$ cat src/rtl/pong_pkg.sv
// pong_pkg: types and constants shared by the Pong datapath blocks.
//   FrameState : frame sequencing states used by raster_mixer.
//   PIX_*      : 2-bit pixel encoding fed to the video DAC.
//   DEF_*      : default video timing and game constants, shared with the
//                ball and paddle blocks so every block agrees on the raster.
package pong_pkg;

  typedef enum logic [1:0] {
    Draw  = 2'd0,
    Blank = 2'd1,
    Tally = 2'd2
  } FrameState;

  localparam logic [1:0] PIX_BLACK = 2'd0;
  localparam logic [1:0] PIX_SHADE = 2'd1;
  localparam logic [1:0] PIX_OBJ   = 2'd3;

  localparam int DEF_WIDTH_VIDEO    = 10;
  localparam int DEF_H_TOTAL        = 800;
  localparam int DEF_H_VIS          = 640;
  localparam int DEF_V_TOTAL        = 525;
  localparam int DEF_V_VIS          = 480;
  localparam int DEF_WALL_H         = 8;
  localparam int DEF_GOAL_W         = 4;
  localparam int DEF_WIN_SCORE      = 9;
  localparam int DEF_HOLDOFF_FRAMES = 60;

endpackage

$ cat src/rtl/video_sync_gen.sv
// video_sync_gen: one-pixel-per-clock raster counters and sync pulses.
// Ports:
//   clock, reset : system clock, synchronous active-high reset
//   hcount       : current column, wraps at H_TOTAL-1
//   vcount       : current line, advances on each hcount wrap
//   hsync        : one-cycle pulse on the last column of every line
//   vsync        : one-cycle pulse on the last column of the last line
//   vis          : current pixel lies in the visible area
module video_sync_gen
  import pong_pkg::*;
#(
  parameter int WIDTH_VIDEO = DEF_WIDTH_VIDEO,
  parameter int H_TOTAL     = DEF_H_TOTAL,
  parameter int H_VIS       = DEF_H_VIS,
  parameter int V_TOTAL     = DEF_V_TOTAL,
  parameter int V_VIS       = DEF_V_VIS
) (
  input  logic                   clock,
  input  logic                   reset,
  output logic [WIDTH_VIDEO-1:0] hcount,
  output logic [WIDTH_VIDEO-1:0] vcount,
  output logic                   hsync,
  output logic                   vsync,
  output logic                   vis
);

  localparam logic [WIDTH_VIDEO-1:0] ONE    = WIDTH_VIDEO'(1);
  localparam logic [WIDTH_VIDEO-1:0] H_LAST = WIDTH_VIDEO'(H_TOTAL - 1);
  localparam logic [WIDTH_VIDEO-1:0] V_LAST = WIDTH_VIDEO'(V_TOTAL - 1);
  localparam logic [WIDTH_VIDEO-1:0] H_VISC = WIDTH_VIDEO'(H_VIS);
  localparam logic [WIDTH_VIDEO-1:0] V_VISC = WIDTH_VIDEO'(V_VIS);

  always_ff @(posedge clock) begin
    if (reset) begin
      hcount <= '0;
      vcount <= '0;
    end else if (hcount == H_LAST) begin
      hcount <= '0;
      vcount <= (vcount == V_LAST) ? '0 : vcount + ONE;
    end else begin
      hcount <= hcount + ONE;
    end
  end

  // Pulses are suppressed during reset so a reset landing on the last
  // column cannot leak a stray sync to the ball FSM.
  assign hsync = !reset && (hcount == H_LAST);
  assign vsync = hsync && (vcount == V_LAST);
  assign vis   = (hcount < H_VISC) && (vcount < V_VISC);

endmodule

$ cat src/rtl/raster_mixer.sv
// raster_mixer: video timing, pixel compositing, ball collision feedback
// and goal/score keeping for Pong.
// Ports:
//   clock, reset     : system clock, synchronous active-high reset
//   BitRaster        : ball interior bit for the current pixel
//   BitRasterShade   : ball shadow bit for the current pixel
//   PaddleRaster     : OR of both paddle raster bits
//   HSync, VSync     : one-cycle line / frame start pulses
//   RasterCollision  : ball overlaps wall or paddle (combinational)
//   Pixel, Visible   : registered 2-bit pixel and visible flag
//   ScoreL, ScoreR   : player scores, saturating at WIN_SCORE
//   GameOver         : sticky once a score reaches WIN_SCORE
// Build option: define SHADE_EN to let BitRasterShade produce PIX_SHADE;
// without it the shadow input is ignored and Pixel is only 0 or 3.
//
// state | meaning
// Draw  | visible lines being scanned, goal flags collecting
// Blank | vertical blanking, waiting for VSync
// Tally | one cycle: score the finished frame, clear goal flags
module raster_mixer
  import pong_pkg::*;
#(
  parameter int WIDTH_VIDEO    = DEF_WIDTH_VIDEO,
  parameter int H_TOTAL        = DEF_H_TOTAL,
  parameter int H_VIS          = DEF_H_VIS,
  parameter int V_TOTAL        = DEF_V_TOTAL,
  parameter int V_VIS          = DEF_V_VIS,
  parameter int WALL_H         = DEF_WALL_H,
  parameter int GOAL_W         = DEF_GOAL_W,
  parameter int WIN_SCORE      = DEF_WIN_SCORE,
  parameter int HOLDOFF_FRAMES = DEF_HOLDOFF_FRAMES
) (
  input  logic       clock,
  input  logic       reset,
  input  logic       BitRaster,
  input  logic       BitRasterShade,
  input  logic       PaddleRaster,
  output logic       HSync,
  output logic       VSync,
  output logic       RasterCollision,
  output logic [1:0] Pixel,
  output logic       Visible,
  output logic [3:0] ScoreL,
  output logic [3:0] ScoreR,
  output logic       GameOver
);

  localparam int HW = (HOLDOFF_FRAMES > 0) ? $clog2(HOLDOFF_FRAMES + 1) : 1;

  localparam logic [WIDTH_VIDEO-1:0] WALL_TOP   = WIDTH_VIDEO'(WALL_H);
  localparam logic [WIDTH_VIDEO-1:0] WALL_BOT   = WIDTH_VIDEO'(V_VIS - WALL_H);
  localparam logic [WIDTH_VIDEO-1:0] V_VISC     = WIDTH_VIDEO'(V_VIS);
  localparam logic [WIDTH_VIDEO-1:0] GOAL_L_END = WIDTH_VIDEO'(GOAL_W);
  localparam logic [WIDTH_VIDEO-1:0] GOAL_R_BEG = WIDTH_VIDEO'(H_VIS - GOAL_W);
  localparam logic [3:0]             WIN_C      = 4'(WIN_SCORE);
  localparam logic [3:0]             SCORE_ONE  = 4'd1;
  localparam logic [HW-1:0]          HOLD_C     = HW'(HOLDOFF_FRAMES);
  localparam logic [HW-1:0]          HOLD_ONE   = HW'(1);

  logic [WIDTH_VIDEO-1:0] hcount;
  logic [WIDTH_VIDEO-1:0] vcount;
  logic                   vis;
  logic                   wall;
  logic                   hit;
  logic                   hit_l;
  logic                   hit_r;
  logic                   shade;
  logic [1:0]             pix_next;
  logic                   goal_l;
  logic                   goal_r;
  logic [HW-1:0]          holdoff;
  FrameState              state;

  video_sync_gen #(
    .WIDTH_VIDEO (WIDTH_VIDEO),
    .H_TOTAL     (H_TOTAL),
    .H_VIS       (H_VIS),
    .V_TOTAL     (V_TOTAL),
    .V_VIS       (V_VIS)
  ) u_sync (
    .clock  (clock),
    .reset  (reset),
    .hcount (hcount),
    .vcount (vcount),
    .hsync  (HSync),
    .vsync  (VSync),
    .vis    (vis)
  );

  assign wall  = vis && ((vcount < WALL_TOP) || (vcount >= WALL_BOT));
  assign hit   = vis && BitRaster;
  assign hit_l = hit && (hcount < GOAL_L_END);
  assign hit_r = hit && (hcount >= GOAL_R_BEG);

  // Gated by reset so every output reads 0 during the reset cycle.
  assign RasterCollision = !reset && hit && (wall || PaddleRaster);

`ifdef SHADE_EN
  assign shade = vis && BitRasterShade;
`else
  logic unused_shade;
  assign unused_shade = BitRasterShade;
  assign shade        = 1'b0;
`endif

  always_comb begin
    pix_next = PIX_BLACK;
    if (vis && (BitRaster || PaddleRaster || wall)) pix_next = PIX_OBJ;
    else if (shade)                                 pix_next = PIX_SHADE;
  end

  always_ff @(posedge clock) begin
    if (reset) begin
      state <= Draw;
    end else begin
      case (state)
        Draw:    if (vcount >= V_VISC) state <= Blank;
        Blank:   if (VSync) state <= Tally;
        Tally:   state <= Draw;
        default: state <= Draw;
      endcase
    end
  end

  always_ff @(posedge clock) begin
    if (reset) begin
      Pixel    <= PIX_BLACK;
      Visible  <= 1'b0;
      goal_l   <= 1'b0;
      goal_r   <= 1'b0;
      holdoff  <= '0;
      ScoreL   <= '0;
      ScoreR   <= '0;
      GameOver <= 1'b0;
    end else begin
      Pixel   <= pix_next;
      Visible <= vis;
      // Tally lands on pixel (0,0) of the next frame; a hit there belongs to
      // the new frame, so it survives the clear.
      goal_l  <= ((state == Tally) ? 1'b0 : goal_l) | hit_l;
      goal_r  <= ((state == Tally) ? 1'b0 : goal_r) | hit_r;
      if ((state == Tally) && !GameOver) begin
        if (holdoff != '0) begin
          holdoff <= holdoff - HOLD_ONE;
        end else if (goal_l && !goal_r) begin
          ScoreR  <= ScoreR + SCORE_ONE;
          holdoff <= HOLD_C;
          if (ScoreR + SCORE_ONE == WIN_C) GameOver <= 1'b1;
        end else if (goal_r && !goal_l) begin
          ScoreL  <= ScoreL + SCORE_ONE;
          holdoff <= HOLD_C;
          if (ScoreL + SCORE_ONE == WIN_C) GameOver <= 1'b1;
        end
      end
    end
  end

endmodule

$ cat config.mk
export PLATFORM = sky130hd
export DESIGN_NAME = raster_mixer
export DESIGN_NICKNAME = d
export VERILOG_FILES = /design/src/rtl/pong_pkg.sv /design/src/rtl/video_sync_gen.sv /design/src/rtl/raster_mixer.sv
export SDC_FILE = /design/constraint.sdc
export NUM_CORES = 1
export LEC_CHECK = 0
export CAP_MARGIN = 0
export CORE_MARGIN = 2
export CORE_UTILIZATION = 45
export DETAILED_ROUTE_END_ITERATION = 16
export PLACE_DENSITY = 0.67
export SLEW_MARGIN = 20
export SYNTH_ARGS = -nofsm -noshare
export SYNTH_HDL_FRONTEND = slang
export SYNTH_SLANG_ARGS = --single-unit
$ cat constraint.sdc
create_clock -name clock -period 1.89 [get_ports clock]
set_clock_uncertainty 0.05 [all_clocks]
set_input_delay 0.189 -clock clock [delete_from_list [all_inputs] [get_ports clock]]
set_output_delay 0.189 -clock clock [all_outputs]
set_load 0.02 [all_outputs]
## Word level (Yosys, flattened, before mapping)

Cells that the tools add are included.

- Bits in registers: 42
- Bits of input ports: 5
- Output and inout bits: 15
- Logic and storage cells: 82

- Add/sub/neg operators: 5
- Magnitude comparators: 7
- Eq/ne operators: 9
- Mux-type cells: 14
- Bitwise logic cells: 4
- Reduce and logical (&&, ||, !) cells: 32

Operators by type and width:

| kind | count |
|---|---|
| 10-bit by 1-bit adder with 10-bit output, second input constant | 2 |
| 10-bit equality test, second input constant | 2 |
| 10-bit by 9-bit greater-or-equal comparator with 1-bit output, second input constant | 2 |
| 6-bit 2-to-1 mux | 3 |
| 1-bit logical AND | 13 |
| 10-bit greater-or-equal comparator, second input constant | 1 |
| 10-bit < comparator, second input constant | 1 |
| 10-bit by 3-bit < comparator with 1-bit output, second input constant | 1 |
| 10-bit by 4-bit < comparator with 1-bit output, second input constant | 1 |
| 10-bit by 9-bit < comparator with 1-bit output, second input constant | 1 |
| 10-bit 2-to-1 mux | 1 |
| 4-bit by 1-bit adder with 4-bit output, second input constant | 2 |
| 4-bit equality test, second input constant | 2 |
| 1-bit 2-to-1 mux | 6 |
| 2-bit 2-to-1 mux | 3 |
| 6-bit nonzero test | 1 |
| 6-bit by 1-bit subtractor with 6-bit output, second input constant | 1 |
| 5-bit AND reduction | 1 |
| 1-bit zero test | 4 |
| 1-bit logical OR | 4 |
| 2-bit inequality test, second input constant | 2 |
| 2-bit case mux with 2 select lines | 1 |
| 2-bit AND reduction | 2 |
| 4-bit AND reduction | 1 |
| other kinds (10) | 13 |

## Depth between registers and ports, before layout

Gate-level depths: netlist (run 1).

- Depth after elaboration: 6
- Depth in mapped cells: 7
- Mapped depth without buffers: 6

## By module

Synthesis (run 1) repeated with hierarchy kept, for this count alone.

- Cell total of the unflattened synthesis: 268
- Area total of the unflattened synthesis: 2268.4 sq um

Modules (own cells, without submodules):

| module | instances | cells an instance | area each (sq um) |
|---|---|---|---|
| raster_mixer | 1 | 151 | 1302.5 |
| video_sync_gen | 1 | 117 | 965.9 |

## Least setup slack after synthesis (run 1)

No wires, ideal clock.

- Path kind: reg-to-reg
- From: register u_sync.hcount[0]
- To: register state[1]
- Library setup time: 0.080 ns
- Data arrival time: 2.052 ns
- Required time: 1.760 ns
- Path slack: -0.291 ns
- Cell stages (with the launch flop): 7
- Path through: dfxtp_1 ha_1 nand4_4 or3_1 clkbuf_1 nor3_1 nor3b_1

- Cells in the longest elaborated chain, start to end: 5

RTL lines:

| item | line | text |
|---|---|---|
| from (decl) | video_sync_gen.sv:20 | `output logic [WIDTH_VIDEO-1:0] hcount,` |
| from (signal assigned) | video_sync_gen.sv:41 | `hcount <= hcount + ONE;` |
| 10-bit equality test | video_sync_gen.sv:47 | `assign hsync = !reset && (hcount == H_LAST);` |
| 1-bit logical AND | video_sync_gen.sv:47 |  |
| 1-bit logical AND | video_sync_gen.sv:48 | `assign vsync = hsync && (vcount == V_LAST);` |
| via VSync | raster_mixer.sv:39 | `output logic VSync,` |
| 2-bit inequality test (no line) | - |  |
| 2-bit AND reduction (no line) | - |  |
| to (signal assigned) | raster_mixer.sv:114 | `state <= Draw;` |
| to (signal assigned) | raster_mixer.sv:117 | `Draw: if (vcount >= V_VISC) state <= Blank;` |
| to (signal assigned) | raster_mixer.sv:118 | `Blank: if (VSync) state <= Tally;` |
| to (decl) | raster_mixer.sv:72 | `FrameState state;` |

The timed path passes the listed nets, and every way through them passes these cells.
A chain may end at the register's enable or synchronous reset.

## Final worst setup path (run 1)

- From: register u_sync.vcount[4]
- To: output port VSync

- Cells in the longest elaborated chain, start to end: 2

RTL lines:

| item | line | text |
|---|---|---|
| from (decl) | video_sync_gen.sv:21 | `output logic [WIDTH_VIDEO-1:0] vcount,` |
| from (signal assigned) | video_sync_gen.sv:39 | `vcount <= (vcount == V_LAST) ? '0 : vcount + ONE;` |
| 10-bit equality test | video_sync_gen.sv:48 |  |
| 1-bit logical AND | video_sync_gen.sv:48 |  |
| to (decl) | raster_mixer.sv:39 |  |

Every way passes these cells.

==> results of run 1 <==
area by class of cell:
class / instances / area (um2) / area share, %
Clock buffer: 7 / 86.33 / 2.993
Clock inverter: 1 / 30.03 / 1.041
Inverter: 13 / 48.80 / 1.692
Multi-Input combinational cell: 190 / 1325 / 45.94
Sequential cell: 41 / 825.8 / 28.63
Tap cell: 54 / 67.56 / 2.343
Timing Repair Buffer: 61 / 500.5 / 17.35
flip-flops by register name, summed over array words and instances, names as in the netlist:
register,cells
u_sync.hcount,10
u_sync.vcount,10
holdoff,6
ScoreL,4
ScoreR,4
state,2
GameOver,1
Pixel,1
Visible,1
goal_l,1
goal_r,1
stage by stage:
step           area (um2)  cells  hold WS (ns)  setup TNS [ns]
2_1_floorplan        2188    255        0.2628               0
3_3_place_gp         2683    356        0.4372         -0.8888
3_5_place_dp         2683    356        0.4456          -1.028
4_1_cts              2854    365        0.4644               0
5_1_grt              2884    367        0.5051         -0.3014
6_report             2884    367        0.4583        -0.02740
cell usage in the layout, fill, tap and decap left out, types with 4 or more instances in the layout:
cell | synthesis | final
or3_1 | 7 | 6
dfxtp_2 | 0 | 4
o21ai_0 | 6 | 6
xnor2_1 | 17 | 17
ha_1 | 11 | 10
nand3_1 | 14 | 14
nand2_1 | 10 | 10
clkbuf_8 | 0 | 6
nand4_1 | 6 | 6
clkdlybuf4s50_1 | 0 | 15
nor3_1 | 15 | 13
nor4_1 | 10 | 9
dfxtp_1 | 41 | 37
nor2_1 | 33 | 33
nor3b_1 | 5 | 5
buf_4 | 1 | 43
a21oi_1 | 10 | 10
inv_1 | 13 | 13
power by group through the flow:
stage               logic (mW)  registers, mW  clock network [mW]
floorplan               0.0499          0.901                   0
global placement        0.0878          0.900                   0
detailed placement      0.0891          0.900                   0
CTS                     0.0907          0.882               0.751
global route             0.101          0.884               0.787
finish                  0.0926          0.882               0.728
layer usage:
layer	vias up	global-route usage, %
met1	920	27.93
met5	-	0
met4	0	6.061
met2	26	33.43
met3	7	3.841
li1	1023	-
timing repair:
action,CTS,global route
pin swaps,7,8
setup endpoints to repair,6,7
gates resized for setup,26,4
setup buffers,1,2
cell families (layout without fill, tap and decap cells):
family | Yosys count | count (layout) | share of synthesized area (%)
multiplexers | 2 | 2 | 0.9206
AND/OR/NAND/NOR | 126 | 126 | 32.74
adder cells (fa/ha/maj) | 11 | 11 | 6.329
XOR/XNOR | 19 | 19 | 7.652
buffers and inverters | 24 | 82 | 4.718
AO/OA/AOI/OAI | 32 | 32 | 9.897
flip-flops | 41 | 41 | 37.74
path summary, 6_finish.rpt:
kind,from,to,slack [ns],cells past startpoint
worst min register to register,goal_r,goal_r,0.46,1
worst max register to register,u_sync.hcount[0],u_sync.vcount[7],-0.01,6
worst min-delay path,goal_r,goal_r,0.46,1
worst max-delay path,u_sync.vcount[4],VSync,-0.01,4
==> results_dict.tcl, run 1 <==
set metrics [dict create \
    fp.dieArea_um2 5404 \
    netlist_top_cells_area "dfxtp_1, xnor2_1, ha_1" \
    grt_pass1_wl_um 8769 \
    io_buffer_count 18 \
    critPathCaptureType "primary output" \
    yosysSeqAreaShare_pct 37.74 \
    async_flop_share_pct 0 \
    synth_top_cell_area_share_pct 37.74 \
    finalCritPeriodShare_pct 100.7 \
    avgSynthCellArea_um2 8.528 \
    final_util_pct 61.47 \
    path_max_fanout 2 \
    wl_met2_um 2389 \
    die-height_um 73.52 \
    htreeDepth 2 \
    hold_viol 0 \
    postRouteAntennaNets 0 \
    insertedDiodeCount 0 \
    violations "negative setup slack" \
    crit_chain "nor4_4 > or3b_4 > nor3_4 > buf_6" \
    core-area_um2 4692 \
    seqPwrFrac_pct 51.8 \
    cts.sinks 41 \
    pre_cts_slack_ns -0.3284 \
    synth_area_leader_cell "dfxtp_1" \
    drt-met1-wl_um 2489 \
    synth_edf_count 0 \
    status "finished, violations left" \
    dr.max_layer_used "met4" \
    drc 0 \
    setup-violations-final 2 \
    grt_pass1_vias 1908 \
    power_density_nw_per_um2 590.5 \
    area_delta_synth_final_pct 32.62 \
    syn_nets 271 \
    layout.nets 328 \
    hold_path.class "reg -> reg" \
    fill_cells 414 \
    power.total_mw 1.703 \
    required_ns 1.65 \
    syn-instance-count 255 \
    fmax_mhz 525.2 \
    cts_made_buffers 5 \
    dp_hpwl_um 3576 \
    wl_per_cell_um 13.87 \
    gr-total-overflow 0 \
    netlist_top_cells_count "dfxtp_1, nor2_1, xnor2_1" \
    synth-seq-cells 41 \
    drt_iter0_drc 173 \
    critPathArrivalTime_ns 1.66 \
    start_util_pct 46.35 \
    path_clk_slew_ns 0.08 \
    clk_latency_ns 0.29 \
    fp.dieW_um 73.52 \
    clockPowerShare_pct 42.8 \
    track_usage_pct 20.65 \
    grt_setup_unrepaired "yes" \
    ys_types 53 \
    wl_met3_um 144 \
    pin_count 20 \
    vias 1976 \
    drt-total-wl_um 5090 \
    period_needed_ns 1.904 \
    cts_tree "done" \
    grt_max_degree 20 \
    p_comb_share_pct 5.4 \
    cp_slowest_cell "or3b_4" \
    cts_root_buf "clkbuf_8" \
    cap_viol_max_count 0 \
    cpPeakStageDelay_ns 0.43 \
    max_slew_margin_pct 69.59 \
    path_buf_inv 1 \
    yosysMostFrequentCell "dfxtp_1" \
    cts_buffer_depth 2 \
    p_int_mw 1.350 \
    startpoint_type "flop" \
    gp_congestion 0.8177 \
    path_class "reg -> out" \
    antenna_found_initial 0 \
    ctsHoldBuffers 0 \
    ys.warnings.count 0 \
    final-max-slew-violation-count 0 \
    via_per_inst 5.384 \
    dr.pass1.iters 4 \
    layout_setup_ws_ns -0.01389 \
    path_delay_family "simple AND/OR/NAND/NOR gates" \
    p_leak_nw 1.089 \
    switching_share_pct 20.71 \
    worstMarginPinSlew_ns 0.4545 \
    drive_gt1_share_pct 24.28 \
    p_sw_mw 0.3527 \
    rows 25 \
    synth_area_um2 2175 \
    ys_dominant_reg_cell "dfxtp_1" \
    ir_worst_vdd_uv 372.2 \
]
Power figures use the tool's default switching activity.
==> run 2, diff against run 1 <==
- PLACE_DENSITY: 0.67 -> 0.68
==> run 2 against run 1 <==
  * The run still ends with negative setup slack left
  * Flip-flop and latch count is the same
  * Sequential share of layout area is essentially flat
  * Core utilization shrank 0.19 points
  * Via count grew 0.81%
  * First-iteration DRC count shrank 23%
  * Register-to-register slack gained 0.02 ns
  * Routed wire length shrank 1.6%
  * Total power shrank 5.3%
  * Critical endpoint unchanged
==> results_dict.tcl, run 2 (synthesis gave the netlist of run 1 again) <==
set metrics [dict create \
    critPathArrivalTime_ns 1.66 \
    gp_congestion 0.8237 \
    hold_viol 0 \
    final_cells 367 \
    fp.dieW_um 73.52 \
    path_class "reg -> out" \
    track_usage_pct 20.10 \
    start_util_pct 46.35 \
    postRouteAntennaNets 0 \
    grt_pass1_wl_um 8514 \
    antenna_found_initial 0 \
    drive_gt1_share_pct 24.28 \
    final_util_pct 61.28 \
    startpoint_type "flop" \
    period_needed_ns 1.898 \
    critPathCaptureType "primary output" \
    ir_worst_vdd_uv 407.4 \
    insertedDiodeCount 0 \
    final_common_cell "buf_4" \
    drt_iter0_drc 133 \
    placed_area_um2 2675 \
    power.total_mw 1.613 \
    die-height_um 73.52 \
    fmax_mhz 526.9 \
    reg2reg_depth 6 \
    hold_depth 2 \
    cap_viol_max_count 0 \
    layout_common_cells "buf_4, dfxtp_1, nor2_1, xnor2_1, clkdlybuf4s50_1" \
    worstMarginPinSlew_ns 0.4324 \
    dp_hpwl_um 3580 \
    wl_per_cell_um 13.65 \
    drc 0 \
    htreeDepth 2 \
    clk_latency_ns 0.29 \
    grt_max_degree 20 \
    required_ns 1.65 \
    ctsHoldBuffers 0 \
    p_leak_nw 1.083 \
    cts_root_buf "clkbuf_8" \
    core-area_um2 4692 \
    whs_ns 0.4633 \
    max_slew_margin_pct 71.07 \
    power_density_nw_per_um2 560.9 \
    path_max_fanout 2 \
    fin_tns_setup_ns -0.007791 \
    fp.dieArea_um2 5404 \
    final-max-slew-violation-count 0 \
    grt_pass1_vias 1918 \
    dr.pass1.iters 4 \
    violations "negative setup slack" \
    gr-total-overflow 0 \
    cts.sinks 41 \
    vias 1992 \
    reg_top3 "u_sync.hcount (10), u_sync.vcount (10), holdoff (6)" \
    via_per_inst 5.428 \
    fin_area_um2 2875 \
    grt_setup_unrepaired "yes" \
    fill_cells 419 \
    layout.nets 328 \
    cts_made_buffers 5 \
    rows 25 \
    path_clk_slew_ns 0.08 \
    area_delta_synth_final_pct 32.22 \
    cts_buffer_depth 2 \
    dp_cells 355 \
    setup-violations-final 1 \
    io_buffer_count 18 \
    drt-total-wl_um 5008 \
    pre_cts_slack_ns -0.3429 \
    hold_path.class "reg -> reg" \
    status "finished, violations left" \
    finalCritPeriodShare_pct 100.4 \
    cts_tree "done" \
    rrSetupSlack_ns 0.01 \
    layout_setup_ws_ns -0.007791 \
    pin_count 20 \
]
-- run 2: power breakdown --
| part | total, mW | internal, mW | switching, mW |
|---|---|---|---|
| Sequential | 0.882 | 0.874 | 0.00818 |
| Combinational | 0.0952 | 0.0467 | 0.0485 |
| Clock | 0.635 | 0.330 | 0.305 |
-- run 2: per-layer routing --
layer  routed length (um)  global-route usage (%)
met5                    0                       0
met2                 2345                   32.14
met3                   98                   4.527
met4                   50                   6.061
met1                 2513                   26.98
-- run 2: worst max-delay path, cell delays in order (launching register included) --
cell and delay [ns]:
dfxtp_2 0.34, nor4_4 0.29, or3b_4 0.43, nor3_4 0.16
buf_6 0.15
-- run 2: layout make-up --
type                       instances  area [um2]  area share (%)
tap                               54       67.56           2.350
clock inverter                     1       5.005          0.1741
timing repair buffer              61       506.7           17.62
multi-input combinational        190        1326           46.13
sequential                        41       824.5           28.68
clock buffer                       7       96.34           3.351
inverter                          13       48.80           1.697
-- run 2: worst paths after layout --
path                                       start          endpoint
worst max-delay path            u_sync.vcount[7]             VSync
worst min-delay path                  holdoff[0]        holdoff[0]
worst max register to register  u_sync.hcount[0]  u_sync.vcount[7]
worst min register to register        holdoff[0]        holdoff[0]
-- run 2: what timing repair did --
action | 4_1_cts | 5_1_grt
resized for setup | 26 | 5
setup buffers | 0 | 4
gates cloned | 0 | 0
endpoints found under the setup margin | 6 | 5
pin swaps | 8 | 7
==> run 3, diff against run 2 <==
- CORE_UTILIZATION: 45 -> 40
- PLACE_DENSITY: 0.68 -> 0.62
- SKIP_CTS_REPAIR_TIMING: default -> 1
==> run 3 against run 2 <==
  * Via count fell by 3.2%
  * Global-route usage decreased by 3.0 points
  * Worst setup slack worse by 0.013 ns
  * Flip-flop and latch count did not move
  * Largest power group unchanged
  * Critical path depth up 2
  * Critical endpoint is now u_sync.vcount[7]
  * Non-clock buffer count shrank 1
  * Register-to-register slack worse by 0.03 ns
  * The run still ends with negative setup slack left
==> results_dict.tcl, run 3 (synthesis gave the netlist of run 1 again) <==
set metrics [dict create \
    reg2reg_depth 6 \
    dp_hpwl_um 3558 \
    drt_iter0_drc 96 \
    finalCritPeriodShare_pct 101.1 \
    drc 0 \
    cap_viol_max_count 0 \
    pin_count 20 \
    drt-total-wl_um 4871 \
    hold_viol 0 \
    required_ns 2.06 \
    antenna_found_initial 0 \
    track_usage_pct 17.07 \
    placed_area_um2 2695 \
    period_needed_ns 1.911 \
    gp_congestion 0.8263 \
    rows 26 \
    worstHoldStart "holdoff[0]" \
    hold_path.class "reg -> reg" \
    reg_top3 "u_sync.hcount (10), u_sync.vcount (10), holdoff (6)" \
    whs_ns 0.4525 \
    cts_buffer_depth 2 \
    p_leak_nw 1.068 \
    area_delta_synth_final_pct 33.72 \
    fill_cells 484 \
    gr-total-overflow 0 \
    via_per_inst 5.050 \
    critPathArrivalTime_ns 2.08 \
    final-max-slew-violation-count 0 \
    min_to "holdoff[0]" \
    clk_latency_ns 0.30 \
    max_slew_margin_pct 68.78 \
    violations "negative setup slack" \
    fin_area_um2 2908 \
    setup-violations-final 1 \
    critPathCaptureType "flop" \
    r2r-start "u_sync.hcount[1]" \
    cts.sinks 41 \
    status "finished, violations left" \
    grt_pass1_wl_um 8369 \
    fp.dieW_um 77.73 \
    htreeDepth 2 \
    die-height_um 77.73 \
    path_class "reg -> reg" \
    fmax_mhz 523.4 \
    start_util_pct 42.04 \
    io_buffer_count 18 \
    worstMarginPinSlew_ns 0.4666 \
    rrSetupSlack_ns -0.02 \
    cts_root_buf "clkbuf_8" \
    cts_made_buffers 5 \
    layout_setup_ws_ns -0.02052 \
    core-area_um2 5172 \
    final_util_pct 56.22 \
    layout_common_cells "buf_4, dfxtp_1, nor2_1, xnor2_1, clkdlybuf4s50_1" \
    grt_setup_unrepaired "yes" \
    path_clk_slew_ns 0.09 \
    postRouteAntennaNets 0 \
    grt_pass1_vias 1824 \
    vias 1929 \
    fp.dieArea_um2 6042 \
    path_max_fanout 6 \
    grt_max_degree 32 \
    dr.pass1.iters 4 \
    startpoint_type "flop" \
    layout.nets 327 \
    hold_depth 2 \
    timing.rr.end "u_sync.vcount[7]" \
    drive_gt1_share_pct 26.60 \
    wl_per_cell_um 12.75 \
    final_common_cell "buf_4" \
    power_density_nw_per_um2 545.4 \
    insertedDiodeCount 0 \
    ir_worst_vdd_uv 314.7 \
    cts_tree "done" \
]
==> run 3: where the power goes <==
part | switching, mW | total, mW | internal [mW]
clock | 0.317 | 0.613 | 0.296
combinational | 0.0459 | 0.0901 | 0.0441
sequential | 0.00851 | 0.883 | 0.874
total | 0.371 | 1.59 | 1.21
==> run 3: worst max-delay path by stage <==
stage,startpoint,end,cells past startpoint
final,u_sync.hcount[1],u_sync.vcount[7],6
after global routing,u_sync.hcount[1],u_sync.vcount[7],6
after CTS,u_sync.vcount[4],VSync,4
after detailed placement,u_sync.vcount[4],VSync,4
after global placement,u_sync.vcount[4],VSync,4
after floorplan,u_sync.hcount[0],u_sync.vcount[7],5
==> run 3: layout make-up <==
class	instances	area [um2]	share of cell area (%)
clock buffers	6	82.58	2.840
clock inverters	2	13.76	0.4733
inverters	13	48.80	1.678
multi-input cells	190	1346	46.30
flip-flops and latches	41	825.8	28.40
well taps	70	87.58	3.012
repair buffers	60	503.0	17.30
==> run 3: worst max-delay path, stage by stage, from the launching register on <==
cell     delay [ns]
dfxtp_2        0.36
ha_4           0.15
nand4_4        0.08
buf_6          0.14
or4_4          0.54
or3_1          0.38
a21oi_2        0.14
==> run 3: routing by layer <==
metal  GRT usage (%)  wire, um
met3           3.953       152
met5               0         0
met4           5.357        55
met2           26.29      2205
met1           23.59      2457
==> run 3: through the flow <==
step                      setup slack, ns  setup TNS (ns)  instances  power, mW
after floorplan                   0.01194               0        255     0.9513
after global placement            -0.3010         -0.8478        371     0.9862
after global routing             -0.06485         -0.1905        382      1.648
final                            -0.02052        -0.02052        382      1.586
after detailed placement          -0.3469          -1.111        371     0.9877
after CTS                         -0.6727          -2.118        379      1.602
